File: src/rtl/npc_ras_unit.sv
// Next-PC select + PC register + circular return-address stack; pc follows npc one cycle later.
// stall_i holds pc and RAS, flush_i redirects; the RAS exists only when NPC_RAS_EN is defined.
module npc_ras_unit #(
   parameter logic [31:0] RESET_PC = 32'h0000_3000,
   parameter int          RAS_AW   = 2
) (
   input  logic              clk,
   input  logic              rst,
   input  logic              stall_i,
   input  logic              flush_i,
   input  logic [31:0]       flush_pc_i,
   input  logic [2:0]        npc_op,
   input  logic [25:0]       imm,
   input  logic [31:0]       rf_in,
   output logic [31:0]       pc,
   output logic [31:0]       pc_plus4,
   output logic [31:0]       npc,
   output logic [31:0]       ras_top,
   output logic [RAS_AW:0]   ras_count,
   output logic              ras_hit,
   output logic              ras_ovf
);

   localparam logic [2:0] OP_BRANCH = 3'd1;
   localparam logic [2:0] OP_JUMP   = 3'd2;
   localparam logic [2:0] OP_RF     = 3'd3;
   localparam logic [2:0] OP_CALL   = 3'd4;
   localparam logic [2:0] OP_RET    = 3'd5;

   logic [31:0] pc_q, pc_d;
   logic [31:0] br_off, jmp_tgt, rf_tgt, ret_tgt, op_tgt;
   logic        unused_bits;

   assign unused_bits = ^{rf_in[1:0], flush_pc_i[1:0]};

   assign pc       = pc_q;
   assign pc_plus4 = pc_q + 32'd4;
   assign br_off   = {{14{imm[15]}}, imm[15:0], 2'b00};
   assign jmp_tgt  = {pc_plus4[31:28], imm, 2'b00};
   assign rf_tgt   = {rf_in[31:2], 2'b00};

`ifdef NPC_RAS_EN
   localparam logic [RAS_AW-1:0] SP_ONE   = RAS_AW'(1);
   localparam logic [RAS_AW:0]   CNT_ONE  = (RAS_AW+1)'(1);
   localparam logic [RAS_AW:0]   CNT_FULL = (RAS_AW+1)'(2**RAS_AW);

   logic [31:0]       mem_q [2**RAS_AW];
   logic [RAS_AW-1:0] sp_q, sp_d, sp_m1;
   logic [RAS_AW:0]   cnt_q, cnt_d;
   logic              ovf_q, ovf_d;
   logic              advance, push, pop;

   assign sp_m1     = sp_q - SP_ONE;
   assign ras_top   = (cnt_q != '0) ? mem_q[sp_m1] : 32'd0;
   assign ras_count = cnt_q;
   assign ras_ovf   = ovf_q;
   assign ras_hit   = (npc_op == OP_RET) && (cnt_q != '0);
   assign ret_tgt   = ras_hit ? ras_top : rf_tgt;

   assign advance = !rst && !flush_i && !stall_i;
   assign push    = advance && (npc_op == OP_CALL);
   assign pop     = advance && ras_hit;

   always_comb begin
      sp_d  = sp_q;
      cnt_d = cnt_q;
      ovf_d = ovf_q;
      if (push) begin
         // A full stack wraps over its oldest entry rather than refusing the push.
         sp_d = sp_q + SP_ONE;
         if (cnt_q == CNT_FULL) ovf_d = 1'b1;
         else                   cnt_d = cnt_q + CNT_ONE;
      end else if (pop) begin
         sp_d  = sp_m1;
         cnt_d = cnt_q - CNT_ONE;
      end
   end

   always_ff @(posedge clk) begin
      if (rst) begin
         sp_q  <= '0;
         cnt_q <= '0;
         ovf_q <= 1'b0;
      end else begin
         sp_q  <= sp_d;
         cnt_q <= cnt_d;
         ovf_q <= ovf_d;
      end
   end

   always_ff @(posedge clk) begin
      if (push) mem_q[sp_q] <= pc_plus4;
   end
`else
   assign ras_top   = 32'd0;
   assign ras_count = '0;
   assign ras_hit   = 1'b0;
   assign ras_ovf   = 1'b0;
   assign ret_tgt   = rf_tgt;
`endif

   always_comb begin
      op_tgt = pc_plus4;
      case (npc_op)
         OP_BRANCH:        op_tgt = pc_plus4 + br_off;
         OP_JUMP, OP_CALL: op_tgt = jmp_tgt;
         OP_RF:            op_tgt = rf_tgt;
         OP_RET:           op_tgt = ret_tgt;
         default:          op_tgt = pc_plus4;
      endcase
   end

   always_comb begin
      npc = op_tgt;
      if (flush_i)      npc = {flush_pc_i[31:2], 2'b00};
      else if (stall_i) npc = pc_q;
   end

   assign pc_d = npc;

   always_ff @(posedge clk) begin
      if (rst) pc_q <= {RESET_PC[31:2], 2'b00};
      else     pc_q <= pc_d;
   end

endmodule

File: config.mk
export PLATFORM = sky130hd
export DESIGN_NAME = npc_ras_unit
export DESIGN_NICKNAME = d
export VERILOG_FILES = /design/src/rtl/npc_ras_unit.sv
export SDC_FILE = /design/constraint.sdc
export NUM_CORES = 1
export LEC_CHECK = 0
export CAP_MARGIN = 10
export CELL_PAD_IN_SITES_DETAIL_PLACEMENT = 1
export CELL_PAD_IN_SITES_GLOBAL_PLACEMENT = 2
export CORE_MARGIN = 5
export CORE_UTILIZATION = 34
export CTS_CLUSTER_SIZE = 24
export DETAILED_ROUTE_END_ITERATION = 16
export DONT_BUFFER_PORTS = 1
export PLACE_DENSITY = 0.9
export REMOVE_ABC_BUFFERS = 1
export SYNTH_ARGS = -nofsm -noshare
export SYNTH_HDL_FRONTEND = slang
export SYNTH_SLANG_ARGS = --single-unit
File: constraint.sdc
create_clock -name clk -period 4.82 [get_ports clk]
set_input_delay 0.964 -clock clk [delete_from_list [all_inputs] [get_ports clk]]
set_output_delay 0.964 -clock clk [all_outputs]
set_load 0.01 [all_outputs]
==> reports/results.txt, run 1 <==
reg2reg start: pc[11]
CP arrival: 4040 ps
syn_area_per_cell: 7.11 µm²
die width: 130 µm
Cell Rows: 43
Synth Instances: 684
Seq/Total Area, Yosys: 13.2%
post-synth top area share: 13.2%
Max-Cap Viols: 0
clk sinks: 32
vias per cell: 6.30
largest net degree at the start of global routing: 48
max frequency: 200 MHz
Iter 0 DRT Violations: 408
flops & latches, synth: 32
WS Path Type: flop to output pin
cell-internal power: 793 µW
switch share: 44.1%
Reg2Reg Depth: 17
Pwr per Cell Area: 213 nW/µm²
vias after detailed routing: 6,081
Main synth FF type: dfxtp_1
DP Worst Slack: -23.9 ps
Clock Path Buffers: 2
GPL Wtd Cong: 0.947
total CTS buffers: 5
power share of the clock group: 23.1%
critical path launch point type: flop
Crit Path Max Fanout: 5
fin crit period: 5010 ps
TritonCTS clock tree: built
layout cells sized above 1: 33.2%
commonest non-fill, non-tap cell in the layout: buf_4
later-pin clock latency in the skew report: 300 ps
FF-to-FF setup slack: 910 ps
count of different cell masters after synthesis: 70
Cell Count, Final, Fillers Out: 966
end-of-flow core utilization: 47.9%
Slew Limit Headroom: 37.0%
Worst Path Required: 3860 ps
sequential power share: 22.1%
CP Launch Point: pc[11]
synth warn: 0
max reg flops: 32
core area: 13,900 µm²
Die Y-Extent: 130 µm
IO Port Bufs: 0
largest cells by area after synthesis: dfxtp_1 (13%), ha_1 (8.8%), buf_4 (6.2%)
Post-DRT Antenna Nets: 0
HP Start: rst
vias in the first global route: 6,260
Hold Path Depth: 1
die area: 16,800 µm²
post-placement cell count: 905
P_sw: 626 µW
clk slew on worst S/H paths: 60 ps
Worst Hold End: pc[25]
most frequent cells in the layout: buf_4 (132), nor2_1 (49), a21oi_1 (47)
clock tree root buffer cell: clkbuf_16
initial antenna violation count: 1
# H-tree levels: 2
Crit. End Element: output pin
Total Power: 1.42 mW
area growth from synthesis to layout: 37.2%
initial core utilization: 34.9%
num ports: 230
cell taking the most area after synthesis: dfxtp_1
Post-synth EDFFs: 0
leakage power: 2.91 nW
RSZ-0062 raised after global routing: yes
drc violations: 0
clock skew: 6.53 ps
Worst-Margin Slew: 943 ps
Setup WS post-layout: -187 ps
HP Class: primary input to flop
Fin. Hold Viols: 0
failing checks: negative setup slack
Critical R2R Capture: pc[29]
WL per Instance: 25.9 µm
first-pass GRT wire length: 34,500 µm
Worst VDD drop: 121 µV
layout net count: 920
diode count: 0
FFs w/ async S/R, synth: 0%
Detailed Place HPWL: 16,400 µm
Comb pwr share: 54.8%
Tot GR Track Use: 26.3%
Post-Syn Area: 4860 µm²
status: complete, but fails checks
first drt pass iteration count: 5
final wirelength: 25,100 µm
ratio of final minimum period to clock period: 104%
total grt overflow: 0
Slew Viols, Final: 0
Final setup violation count: 8
Hold-fix buffers, CTS: 0
## logic make-up (layout without fill, tap and decap cells)
| logic type | Yosys count | after routing | share of synthesized area (%) |
|---|---|---|---|
| AO/OA/AOI/OAI | 228 | 228 | 30.7 |
| AND/OR/NAND/NOR | 215 | 215 | 22.0 |
| buffers and inverters | 99 | 165 | 10.8 |
| XOR/XNOR | 48 | 48 | 8.80 |
| adder cells (fa/ha/maj) | 35 | 35 | 9.16 |
| flip-flops | 32 | 32 | 13.2 |
| multiplexers | 26 | 26 | 5.38 |
| other | 1 | 37 | 0.0771 |
## critical path, stage by stage, from the launching register on
cell       delay [ps]
dfxtp_1           360
and4_2            330
and3_4            280
nand4_1           280
buf_4             250
buf_4             130
xnor2_2           150
buf_6             150
ha_4              290
nand2_4            80
nor2_2            120
o211ai_1          170
buf_4             200
a2111oi_4         420
nor3_2            100
o31ai_2           260
buf_4             170
## per-layer routing
layer | GRT usage [%] | vias up | part of all wire (%)
li1 | - | 2651 | -
met1 | 31.1 | 2967 | 39
met2 | 44.4 | 352 | 48
met3 | 6.02 | 109 | 8.2
met4 | 13.4 | 2 | 4.7
met5 | 0 | - | 0.060
## layout make-up
class                      count  area [µm²]
fill                        1704        7260
multi-input combinational    589        4500
timing repair buffer         140        1090
sequential                    32         652
tap                          180         225
clock buffer                   5         125
inverter                      20        75.1
## what timing repair did
item | 4_1_cts | 5_1_grt
buffers inserted | 36 | 22
pin swaps | 38 | 60
setup endpoints to repair | 12 | 14
resized for setup | 64 | 80
## power by group through the flow
stage,registers (mW),logic (mW),clock network (mW)
final,0.313,0.777,0.328
after CTS,0.311,0.676,0.332
after floorplan,0.324,0.376,0
after global placement,0.315,0.570,0
after global routing,0.316,0.826,0.338
after detailed placement,0.316,0.596,0
## how the worst max path moves through the flow
stage                         end  cells past startpoint
after floorplan           npc[26]                     14
final                     npc[29]                     16
after CTS                 npc[27]                     17
after global routing      npc[29]                     16
after global placement    npc[27]                     18
after detailed placement  npc[30]                     18
## cell usage after synthesis (2+ instances only)
| master | count |
|---|---|
| and2_1 | 7 |
| o21ai_0 | 51 |
| or2_2 | 4 |
| o221ai_1 | 3 |
| nand2_1 | 48 |
| o21ai_1 | 2 |
| nor4_1 | 2 |
| nand4_1 | 13 |
| buf_1 | 3 |
| nor2_1 | 63 |
| nand3_1 | 13 |
| o41ai_1 | 2 |
| or4_1 | 3 |
| buf_4 | 40 |
| and3_1 | 5 |
| a21oi_1 | 59 |
| nor3_1 | 25 |
| a21o_1 | 14 |
| o211ai_1 | 6 |
| o31ai_1 | 9 |
| o22ai_1 | 2 |
| and4_1 | 2 |
| clkbuf_1 | 35 |
| ha_1 | 34 |
| a21boi_1 | 2 |
| a221oi_1 | 14 |
| a211o_1 | 2 |
| or3_1 | 7 |
| inv_1 | 19 |
| o21a_1 | 21 |
| a221o_1 | 2 |
| a211oi_1 | 11 |
| nor2b_1 | 15 |
| o31a_1 | 2 |
| a31oi_1 | 5 |
| xor2_1 | 23 |
| dfxtp_1 | 32 |
| xnor2_1 | 24 |
| mux2i_1 | 25 |
| a2111oi_0 | 3 |
| o21bai_1 | 3 |
## through the flow
stage / hold slack, ps / area, µm² / TNS (ps)
finish: 743 / 6670 / -725
floorplan: 687 / 4550 / 0
detailed placement: 762 / 5420 / -36.6
CTS: 728 / 6110 / -81.3
global placement: 731 / 5420 / 0
global route: 737 / 6670 / -1760
Power figures use the tool's default switching activity.
==> inputs of run 2 (changes only) <==
- CTS_CLUSTER_DIAMETER: not set -> 200
==> results of run 2 <==
The final DEF is identical to that of run 1; final timing and power are the same.
